File: config.mk
export PLATFORM = sky130hd
export DESIGN_NAME = rtc_init_sequencer
export DESIGN_NICKNAME = d
export VERILOG_FILES = /design/src/rtl/rtc_pkg.sv /design/src/rtl/rtc_init_rom.sv /design/src/rtl/rtc_init_sequencer.sv
export SDC_FILE = /design/constraint.sdc
export NUM_CORES = 1
export LEC_CHECK = 0
export ABC_AREA = 1
export CORE_MARGIN = 4
export CORE_UTILIZATION = 63
export DETAILED_ROUTE_END_ITERATION = 10
export DONT_BUFFER_PORTS = 1
export PLACE_DENSITY_LB_ADDON = 0.25
export SLEW_MARGIN = 25
export SYNTH_ARGS = -nofsm -noshare
export SYNTH_HDL_FRONTEND = slang
export SYNTH_SLANG_ARGS = --single-unit
File: constraint.sdc
create_clock -name clk -period 2.2 [get_ports clk]
set_input_delay 0.22 -clock clk [delete_from_list [all_inputs] [get_ports clk]]
set_output_delay 0.22 -clock clk [all_outputs]
set_load 0.01 [all_outputs]
File: src/rtl/rtc_pkg.sv
// Shared definitions for the RTC initialisation path: sequencer state encoding,
// RTC register addresses and the default power-up register values.
package rtc_pkg;

   typedef enum logic [3:0] {
      ST_IDLE     = 4'd0,
      ST_ISSUE_WR = 4'd1,
      ST_WAIT_WR  = 4'd2,
      ST_GAP      = 4'd3,
      ST_ISSUE_RD = 4'd4,
      ST_WAIT_RD  = 4'd5,
      ST_NEXT     = 4'd6,
      ST_DONE     = 4'd7,
      ST_ERR      = 4'd8
   } state_t;

   localparam logic [7:0] RTC_CTRL   = 8'h00;
   localparam logic [7:0] RTC_MASK   = 8'h01;
   localparam logic [7:0] RTC_STATUS = 8'h02;
   localparam logic [7:0] RTC_HOUR   = 8'h23;

   localparam logic [7:0] INIT_STATUS_RST = 8'h10;
   localparam logic [7:0] INIT_STATUS_CLR = 8'h00;
   localparam logic [7:0] INIT_MASK       = 8'h44;
   localparam logic [7:0] INIT_CTRL       = 8'h08;
   localparam logic [7:0] INIT_HOUR       = 8'h0C;

endpackage

File: src/rtl/rtc_init_rom.sv
// Combinational step -> (address, data) lookup for the RTC init table.
// Steps past the end of the table read back as address 0 / data 0.
module rtc_init_rom
   import rtc_pkg::*;
#(
   parameter int ADDR_W = 8,
   parameter int DATA_W = 8
) (
   input  logic [3:0]        step,
   output logic [ADDR_W-1:0] addr,
   output logic [DATA_W-1:0] data
);

   // table lookup
   always_comb begin
      addr = '0;
      data = '0;
      case (step)
         4'd0: begin
            addr = ADDR_W'(RTC_STATUS);
            data = DATA_W'(INIT_STATUS_RST);
         end
         4'd1: begin
            addr = ADDR_W'(RTC_STATUS);
            data = DATA_W'(INIT_STATUS_CLR);
         end
         4'd2: begin
            addr = ADDR_W'(RTC_MASK);
            data = DATA_W'(INIT_MASK);
         end
         4'd3: begin
            addr = ADDR_W'(RTC_CTRL);
            data = DATA_W'(INIT_CTRL);
         end
         4'd4: begin
            addr = ADDR_W'(RTC_HOUR);
            data = DATA_W'(INIT_HOUR);
         end
         default: begin
            addr = '0;
            data = '0;
         end
      endcase
   end

endmodule

File: src/rtl/rtc_init_sequencer.sv
// Table-driven RTC register initialisation: walks the init ROM issuing bus
// writes, optionally verifying each by read-back with bounded retry.
module rtc_init_sequencer
   import rtc_pkg::*;
#(
   parameter int ADDR_W    = 8,
   parameter int DATA_W    = 8,
   parameter int NUM_STEPS = 5,
   parameter int VERIFY    = 0,
   parameter int MAX_RETRY = 2,
   parameter int TIMEOUT   = 255
) (
   input  logic              clk,
   input  logic              reset,
   input  logic              start,
   input  logic              abort,
   input  logic              bus_done,
   input  logic [DATA_W-1:0] bus_rdata,
   output logic              bus_req,
   output logic              bus_wr,
   output logic [ADDR_W-1:0] bus_addr,
   output logic [DATA_W-1:0] bus_wdata,
   output logic              busy,
   output logic              done,
   output logic              error,
   output logic [3:0]        step_idx
);

   localparam int TMO_W = $clog2(TIMEOUT + 1);

   state_t            state;
   state_t            state_nx;
   logic [3:0]        step_nx;
   logic [2:0]        retry;
   logic [2:0]        retry_nx;
   logic [TMO_W-1:0]  tmo;
   logic [TMO_W-1:0]  tmo_nx;
   logic              tmo_hit;
   logic              req_nx;
   logic              wr_nx;
   logic [ADDR_W-1:0] addr_nx;
   logic [DATA_W-1:0] wdata_nx;
   logic              busy_nx;
   logic              done_nx;
   logic              error_nx;
   logic [ADDR_W-1:0] rom_addr;
   logic [DATA_W-1:0] rom_data;

   rtc_init_rom #(
      .ADDR_W (ADDR_W),
      .DATA_W (DATA_W)
   ) u_rom (
      .step (step_idx),
      .addr (rom_addr),
      .data (rom_data)
   );

   assign tmo_hit = (tmo == TMO_W'(TIMEOUT - 1));

   // next-state and next-output decode
   always_comb begin
      state_nx = state;
      step_nx  = step_idx;
      retry_nx = retry;
      tmo_nx   = tmo;
      req_nx   = bus_req;
      wr_nx    = bus_wr;
      addr_nx  = bus_addr;
      wdata_nx = bus_wdata;
      busy_nx  = busy;
      done_nx  = 1'b0;
      error_nx = error;
      if (abort) begin
         state_nx = ST_IDLE;
         req_nx   = 1'b0;
         busy_nx  = 1'b0;
      end else begin
         case (state)
            ST_IDLE, ST_DONE, ST_ERR: begin
               if (start) begin
                  step_nx  = 4'd0;
                  retry_nx = 3'd0;
                  error_nx = 1'b0;
                  busy_nx  = 1'b1;
                  state_nx = ST_ISSUE_WR;
               end else begin
                  state_nx = state;
               end
            end
            ST_ISSUE_WR: begin
               addr_nx  = rom_addr;
               wdata_nx = rom_data;
               wr_nx    = 1'b1;
               req_nx   = 1'b1;
               tmo_nx   = '0;
               state_nx = ST_WAIT_WR;
            end
            ST_WAIT_WR: begin
               // ISSUE_RD is the single low cycle between a write and its read-back
               if (bus_done) begin
                  req_nx   = 1'b0;
                  state_nx = (VERIFY != 0) ? ST_ISSUE_RD : ST_NEXT;
               end else if (tmo_hit) begin
                  req_nx   = 1'b0;
                  busy_nx  = 1'b0;
                  error_nx = 1'b1;
                  state_nx = ST_ERR;
               end else begin
                  tmo_nx = tmo + TMO_W'(1);
               end
            end
            ST_GAP: begin
               state_nx = ST_ISSUE_WR;
            end
            ST_ISSUE_RD: begin
               wr_nx    = 1'b0;
               req_nx   = 1'b1;
               tmo_nx   = '0;
               state_nx = ST_WAIT_RD;
            end
            ST_WAIT_RD: begin
               // a failed verify idles one extra cycle in GAP before rewriting
               if (bus_done) begin
                  req_nx = 1'b0;
                  if (bus_rdata == rom_data) begin
                     state_nx = ST_NEXT;
                  end else if (retry < 3'(MAX_RETRY)) begin
                     retry_nx = retry + 3'd1;
                     state_nx = ST_GAP;
                  end else begin
                     busy_nx  = 1'b0;
                     error_nx = 1'b1;
                     state_nx = ST_ERR;
                  end
               end else if (tmo_hit) begin
                  req_nx   = 1'b0;
                  busy_nx  = 1'b0;
                  error_nx = 1'b1;
                  state_nx = ST_ERR;
               end else begin
                  tmo_nx = tmo + TMO_W'(1);
               end
            end
            ST_NEXT: begin
               retry_nx = 3'd0;
               if (step_idx == 4'(NUM_STEPS - 1)) begin
                  done_nx  = 1'b1;
                  busy_nx  = 1'b0;
                  state_nx = ST_DONE;
               end else begin
                  step_nx  = step_idx + 4'd1;
                  state_nx = ST_ISSUE_WR;
               end
            end
            default: begin
               req_nx   = 1'b0;
               busy_nx  = 1'b0;
               state_nx = ST_IDLE;
            end
         endcase
      end
   end

   // state and registered outputs
   always_ff @(posedge clk) begin
      if (reset) begin
         state     <= ST_IDLE;
         step_idx  <= 4'd0;
         retry     <= 3'd0;
         tmo       <= '0;
         bus_req   <= 1'b0;
         bus_wr    <= 1'b0;
         bus_addr  <= '0;
         bus_wdata <= '0;
         busy      <= 1'b0;
         done      <= 1'b0;
         error     <= 1'b0;
      end else begin
         state     <= state_nx;
         step_idx  <= step_nx;
         retry     <= retry_nx;
         tmo       <= tmo_nx;
         bus_req   <= req_nx;
         bus_wr    <= wr_nx;
         bus_addr  <= addr_nx;
         bus_wdata <= wdata_nx;
         busy      <= busy_nx;
         done      <= done_nx;
         error     <= error_nx;
      end
   end

endmodule
Word level (Yosys, flattened, before mapping)
Index checks and enable logic that the tools add are counted.
{"block": "word_totals", "reg_bits": 40, "output_inout_bits": 25, "word_cells": 109}
{"block": "classes", "n_addsub": 3, "order_cmp": 1, "eq_ne": 26, "muxes": 41, "bitwise_logic": 4, "n_reduce_logical": 23}
{"cell": "two-way mux 4 bit", "count": 8}
{"cell": "one-hot mux 4 bit (7 select lines)", "count": 1}
{"cell": "one-hot mux 7 bit (4 select lines)", "count": 1}
{"cell": "== test 4 x 3 -> 1 bit, second input constant", "count": 5}
{"cell": "!= test 2 bit, second input constant", "count": 9}
{"cell": "one-hot mux 6 bit (3 select lines)", "count": 1}
{"cell": "AND reduction 6 bit", "count": 3}
{"cell": "== test 4 x 2 -> 1 bit, second input constant", "count": 4}
{"cell": "two-way mux 1 bit", "count": 16}
{"cell": "two-way mux 8 bit", "count": 2}
{"cell": "one-hot mux 8 bit (2 select lines)", "count": 1}
{"cell": "two-way mux 3 bit", "count": 5}
{"cell": "one-hot mux 3 bit (3 select lines)", "count": 1}
{"cell": "OR reduction 3 bit", "count": 3}
{"cell": "adder 8 x 1 -> 8 bit, second input constant", "count": 1}
{"cell": "== test 4 x 1 -> 1 bit, second input constant", "count": 2}
{"cell": "== test 8 bit", "count": 1}
{"cell": "== test 8 bit, second input constant", "count": 1}
{"cell": "zero test 4 bit", "count": 2}
{"cell": "one-hot mux 4 bit (2 select lines)", "count": 1}
{"cell": "AND reduction 4 bit", "count": 2}
{"cell": "OR reduction 2 bit", "count": 4}
{"cell": "!= test 3 bit, second input constant", "count": 2}
{"cell": "one-hot mux 1 bit (3 select lines)", "count": 2}
{"cell": "other kinds (12)", "count": 20}

Depth between registers and ports, before layout
Gate-level depths: netlist of run 1.
{"block": "logic_depth", "depth_word": 6, "ltp_mapped": 14}

Cells and area by module
Synthesis of run 1 repeated with hierarchy kept, for this count alone.
{"block": "unflattened", "cells_unflattened": 351, "area_unflattened_um2": 2279.7}
{"module": "rtc_init_sequencer", "n_inst": 1, "cells_each": 322, "area_each_um2": 2120.8, "seq_area_each_um2": 800.8}
{"module": "rtc_init_rom", "n_inst": 1, "cells_each": 29, "area_each_um2": 158.9, "seq_area_each_um2": 0.0}

Worst setup path before layout of run 1
OpenSTA, ideal clock, no wires.
{"block": "synth_path", "path_kind": "register to register", "startpoint": "register step_idx[0]", "endpoint": "register retry[1]", "setup_time_ns": 0.128, "arrival_time_ns": 1.554, "t_required_ns": 2.072, "setup_slack_ns": 0.519, "stages_incl_launch_ff": 13, "synth_period_minus_slack_ns": 1.681, "cell_sequence": "dfxtp_1 -> inv_1 -> ha_1 -> nand3_2 -> nand3_1 -> nand2_1 -> nor2_1 -> nand2_1 -> nand2_1 -> a21oi_2 -> nand2_1 -> o21ai_1 -> nor2_1"}
{"block": "synth_via", "elab_chain_cells": 5, "elab_cells_between_ends": 8, "classes_between": "eq/ne: 5; mux: 1; reduce/logical: 2"}
{"item": "from (decl)", "line": "rtc_init_sequencer.sv:26", "text": "output logic [3:0] step_idx"}
{"item": "from (signal assigned)", "line": "rtc_init_sequencer.sv:180", "text": "step_idx <= step_nx;"}
{"item": "== test 4 x 3 -> 1 bit (tied with other cells)", "line": "rtc_init_rom.sv:18", "text": "case (step)"}
{"item": "one-hot mux 7 bit (4 select lines) *", "line": "rtc_init_rom.sv:18"}
{"item": "== test 8 bit *", "line": "rtc_init_sequencer.sv:125", "text": "if (bus_rdata == rom_data) begin"}
{"item": "!= test 2 bit (no line) *"}
{"item": "AND reduction 6 bit (no line) *"}
{"item": "to (signal assigned)", "line": "rtc_init_sequencer.sv:181", "text": "retry <= retry_nx;"}
{"item": "to (decl)", "line": "rtc_init_sequencer.sv:34", "text": "logic [2:0] retry;"}
Every way passes the cells marked *; elsewhere a longest branch is shown, timed or not.
A chain may end at the register's enable or synchronous reset.

Worst setup path in the final report of run 1
{"block": "layout_path", "startpoint": "register step_idx[1]", "endpoint": "register retry[1]"}
Same word-level chain as after synthesis.

==> results of run 1 <==
worst max-delay path: cells and delay by family, from the launching register on:
family | cells | cell delay (ns)
compound gates | 2 | 0.33
fa+ha+maj | 1 | 0.23
buf+inv | 1 | 0.11
flops | 1 | 0.45
simple gates | 8 | 0.69
metal layers:
metal	wire length (um)	global-route usage [%]	share of wire (%)
met2	1940	36.2	47
met4	84	9.09	2.0
met5	0	0	0
met1	1710	26.9	42
met3	371	7.37	9.0
registers in the layout (all words and copies together), names as in the netlist, 2 cells and up:
name / count
step_idx: 4
bus_addr: 2
retry: 3
bus_wdata: 4
tmo: 8
state: 4
layout make-up:
type	count	area share [%]
clock buffers	5	1.92
clock inverters	3	2.04
inverters	44	8.43
multi-input cells	197	53.7
flip-flops and latches	30	30.7
well taps	31	1.98
repair buffers	3	1.28
timing repair:
item / in CTS / in global routing
hold buffers: 1 / 0
setup endpoints to repair: 0 / 0
hold endpoints to repair: 7 / 0
logic make-up after synthesis:
family,count (synthesis)
AO/OA/AOI/OAI,49
flip-flops,30
AND/OR/NAND/NOR,127
XOR/XNOR,5
adder cells (fa/ha/maj),7
buffers and inverters,56
other,1
cell usage in the layout (no fill, tap or decap), types with 3 or more instances in the layout:
cell type / n
ha_1: 7
conb_1: 9
dfxtp_1: 30
inv_2: 8
xor2_1: 4
nand2_2: 3
clkbuf_4: 5
a21oi_1: 19
nor3_1: 3
nor2_1: 28
nand2_1: 61
nor2_2: 3
nand3_2: 3
inv_1: 36
o21ai_0: 13
o21ai_1: 3
nand3_1: 16
a31oi_1: 3
worst paths after layout:
kind,slack (ns),end,startpoint
worst min register to register,0.46,retry[2],retry[2]
worst max register to register,0.26,retry[1],step_idx[1]
worst max-delay path,0.26,retry[1],step_idx[1]
worst min-delay path,0.04,bus_addr[1],reset
where the power goes:
group / internal (mW) / switching [mW]
sequential: 0.557 / 0.0164
clock: 0.235 / 0.202
combinational: 0.0416 / 0.0863
total: 0.834 / 0.305
==> run metrics, run 1 <==
Ys Warns=0; ANT nets after route=0; post-route setup slack=0.256 ns; Pwr Total=1.14 mW; # port buffers=0; worst hold path cell count=2; element type at the critical path start=flop; vias in the first global route=~1600; share of layout cells above drive strength 1=13.5%; Critical Path Max Stage Delay=0.45 ns; cell area after layout=1960 um^2; DIE WIDTH=62.5 um; Reg area=601 um^2; post-route DRC violation count=0; Synth Register Bits=30; Arrival @ worst endpoint=about 2.2 ns; critical setup path kind=reg2reg; first-pass GRT wire length=around 7000 um; setup tns final=0 ns; Multi-input gate area=~1100 um^2; Rows=19; worst slack at placement=0.298 ns; crit path time final=1.94 ns; setup bufs post-CTS=0; Worst Max-Slew Pin Slew=0.583 ns; Root Buffer=clkbuf_4; Resize count post-CTS=0; PD cells=roughly 580 nW/um^2; via total after detailed routing=1749; Synth Cell Area=1870 um^2; Post-DP HPWL=3110 um; cell count after synthesis=275; Post-DP Area=1870 um^2; CTS tree=done; maximum vdd drop=~0.37 mV; largest cells by area after synthesis=dfxtp_1 32%, nand2_1 12%, inv_1 7.2%, nor2_1 5.6%, a21oi_1 5.1%; simple logic cell fraction of the synthesized area=between 30% and 40%; Post-synth EDFFs=0; unrepaired setup endpoints after global routing=false; Critical Path Most Common Cell=nand2_1; Placeable Area=2810 um^2; WP data required=roughly 2.4 ns; Final setup viols=0; final worst path period share=88.4%; gpl congestion=0.970; FFs w/ async S/R, synth=0%; CP Capture Type=flop; share of the synthesized area in the top cell type=32.1%; r2r worst-path depth=12; Die H=~63 um; fillcell total=between 200 and 250; status=finished, final reports clean; Inst Count DP=304; CP max stage cell=dfxtp_1; Final Hold Vio Count=0; largest family of logic cells by synthesized area=simple AND/OR/NAND/NOR gates; initial antenna violation count=0; Highest Clock Rate=around 510 MHz; largest net degree at the start of global routing=14; DR iter-0 viols=133; worst path cell trace=inv_1 -> ha_1 -> nand3_2 -> nand3_1 -> nand2_1 -> nor2_1 -> nand2_1 -> nand2_1 -> a21oi_2 -> nand2_1 -> o21ai_1 -> nor2_1; most instantiated library cell after synthesis=nand2_1; die area=3910 um^2; mux share of post-synthesis cell area=0%; Netlist cell types=36; Slew headroom=about three fifths; Slew Viols, Final=0; Util after Layout=69.8%; max cap viols=0; Bufs on Longest Clock Path=2; Lkg Pwr=0.912 nW; final cell count without fillers=313; Routed WL per cell=13.1 um; Post-synth top cells=61 x nand2_1, 36 x inv_1, 30 x dfxtp_1; Global Route Usage Sum=22.3%; syn_area_per_cell=6.81 um^2; worst-path maximum fanout=8; I/O pins=38; worst hold margin=0.0417 ns; Avg Vias per Cell=5.59; GRT overflow=0; XOR/XNOR share of the synthesized area=2.34%; htree depth=2; sequential share of the synthesized area=32.1%; ant diodes=0; Final #Nets=301; Clock Sink Count=30; predominant post-synthesis flop cell=dfxtp_1; synth-to-layout area growth=4.68%; Clk pin slew, worst setup/hold paths=0.10 ns; final WL=4100 um; Synth Area in Compound Gates=15.6%; Initial Util=roughly two thirds; Worst Hold Class=in2reg; Synth Area in Adders=4.68%; most area-hungry cell type in the Yosys netlist=dfxtp_1; clk_lat worst skew=0.34 ns; total CTS buffers=5; DRT Pass-1 Iters=6; Worst Skew=0.00606 ns
Note: power is estimated with default switching activity, not from simulation.
==> inputs of run 2 (changes only) <==
--- a/config.mk
+++ b/config.mk
@@ -8,6 +8,7 @@
 export ABC_AREA = 1
 export CORE_MARGIN = 4
 export CORE_UTILIZATION = 63
+export CTS_BUF_LIST = sky130_fd_sc_hd__clkbuf_8 sky130_fd_sc_hd__clkbuf_16
 export DETAILED_ROUTE_END_ITERATION = 10
 export DONT_BUFFER_PORTS = 1
 export PLACE_DENSITY_LB_ADDON = 0.25
==> run 2 against run 1 <==
- total power grew 9.4%
- non-clock buffer count is the same
- sequential cell count is the same
- maximum frequency grew 0.51%
- clock-buffer cell count is the same
- register-to-register slack is essentially flat
- clock skew shrank 0.0036 ns
- worst hold slack gained 0.060 ns
- first-iteration DRC count shrank 7.5%
- combinational power is essentially flat
- critical path type unchanged
==> run metrics, run 2 (synthesis results as in run 1) <==
status=finished, final reports clean; Highest Clock Rate=517 MHz (+0.51%); via total after detailed routing=1746 (-0.17%); Worst Skew=0.00241 ns (-0.00365 ns); htree depth=2 (unchanged); total CTS buffers=5 (unchanged); maximum vdd drop=0.378 mV (+0.76%); largest net degree at the start of global routing=14 (unchanged); synth-to-layout area growth=6.35%; vias in the first global route=1625 (+1.3%); Final Hold Vio Count=0 (unchanged); CTS tree=done; Clock Sink Count=30 (unchanged); Largest register FFs=8 (unchanged); post-route setup slack=0.266 ns (+0.00994 ns); DRT Pass-1 Iters=5 (-1); worst hold margin=0.101 ns (+0.0597 ns); gpl congestion=0.970 (unchanged); final WL=4120 um (+0.51%); worst hold path cell count=2 (unchanged); Routed WL per cell=13.2 um (+0.51%); most common cell after layout, fill and taps aside=nand2_1; r2r worst-path depth=12 (unchanged); Post-DP Area=1870 um^2 (unchanged); crit path time final=1.93 ns (-0.00994 ns); Avg Vias per Cell=5.58 (-0.17%); Placeable Area=2810 um^2 (unchanged); final worst path period share=87.9% (-0.45 points); Arrival @ worst endpoint=2.10 ns (-0.07 ns); element type at the critical path start=flop; Worst Max-Slew Pin Slew=0.583 ns (-0.000134 ns); share of layout cells above drive strength 1=13.5% (unchanged); crit path to=retry[1]; final cell count without fillers=313 (unchanged); Final #Nets=301 (unchanged); die area=3910 um^2 (unchanged); Inst Count DP=304 (unchanged); Slew Viols, Final=0 (unchanged); Clk pin slew, worst setup/hold paths=0.06 ns (-0.04 ns); WP data required=2.37 ns (-0.06 ns); Util after Layout=71.0% (+1.1 points); max cap viols=0 (unchanged); post-route DRC violation count=0 (unchanged); Lkg Pwr=0.925 nW (+1.4%); cell area after layout=1990 um^2 (+1.6%); Root Buffer=clkbuf_8; Post-DP HPWL=3110 um (unchanged); Worst Hold Class=in2reg; CP Capture Type=flop; setup bufs post-CTS=0 (unchanged); initial antenna violation count=0 (unchanged); DIE WIDTH=62.5 um (unchanged); Largest Register=tmo; Global Route Usage Sum=22.2% (-0.038 points); Final setup viols=0 (unchanged); setup tns final=0 ns (unchanged); clk_lat worst skew=0.28 ns (-0.06 ns); GRT overflow=0 (unchanged); worst slack at placement=0.298 ns (unchanged); FF-to-FF Start=step_idx[1]; # port buffers=0 (unchanged); DR iter-0 viols=123 (-7.5%); Initial Util=66.7% (unchanged); Worst Setup SP=step_idx[1]; Bufs on Longest Clock Path=2 (unchanged); unrepaired setup endpoints after global routing=false; critical setup path kind=reg2reg; Reg2Reg Setup Slack=0.27 ns (about the same); Slew headroom=60.8% (about the same); PD cells=626 nW/um^2 (+7.7%); r2r endpoint=retry[1]; I/O pins=38 (unchanged); Pwr Total=1.25 mW (+9.4%); ant diodes=0 (unchanged); most frequent cells in the layout=61 x nand2_1, 36 x inv_1, 30 x dfxtp_1; worst-path maximum fanout=8 (unchanged); Die H=62.5 um (unchanged); first-pass GRT wire length=6980 um (-0.20%); Rows=19 (unchanged); ANT nets after route=0 (unchanged)
[run 2: cell counts in the layout (fill, tap and decap cells not counted)]
Identical to the previous run, type by type.
[run 2: what timing repair did]
item / CTS / global route
hold buffers: 1 / 0
resized for setup: 0 / 0
endpoints found under the hold margin: 7 / 0
[run 2: layer usage]
layer / share of wire [%] / track usage (%) / vias to the layer above / routed length, um
li1: - / - / 870 / -
met1: 41 / 26.8 / 796 / 1710
met2: 48 / 36.5 / 69 / 1990
met3: 8.3 / 6.47 / 11 / 342
met4: 2.1 / 9.92 / 0 / 87
met5: 0 / 0 / - / 0
[run 2: power breakdown]
part           internal, mW  leakage (nW)  switching, mW
clock network         0.333        0.0579          0.212
registers             0.558         0.243         0.0163
logic                0.0416         0.624         0.0857
[run 2: critical path: stages (launching register included)]
cell,delay [ns]
dfxtp_1,0.45
inv_1,0.12
ha_1,0.23
nand3_2,0.17
nand3_1,0.10
nand2_1,0.08
nor2_1,0.04
nand2_1,0.09
nand2_1,0.10
a21oi_2,0.24
nand2_1,0.08
o21ai_1,0.08
nor2_1,0.05
[run 2: worst min path at each step]
stage	startpoint	end	slack, ns
finish	reset	bus_addr[1]	0.10
CTS	reset	bus_addr[1]	0.09
detailed placement	reset	step_idx[0]	0.29
floorplan	abort	bus_wr	0.39
global route	reset	bus_addr[1]	0.1
global placement	reset	tmo[7]	0.29
[run 2: area by class of cell]
class                           instances  area [um^2]
Inverter                               44          165
Multi-Input combinational cell        197         1050
Sequential cell                        30          601
Clock inverter                          3         40.0
Fill cell                             237          815
Clock buffer                            5         68.8
Tap cell                               31         38.8
Timing Repair Buffer                    3         25.0
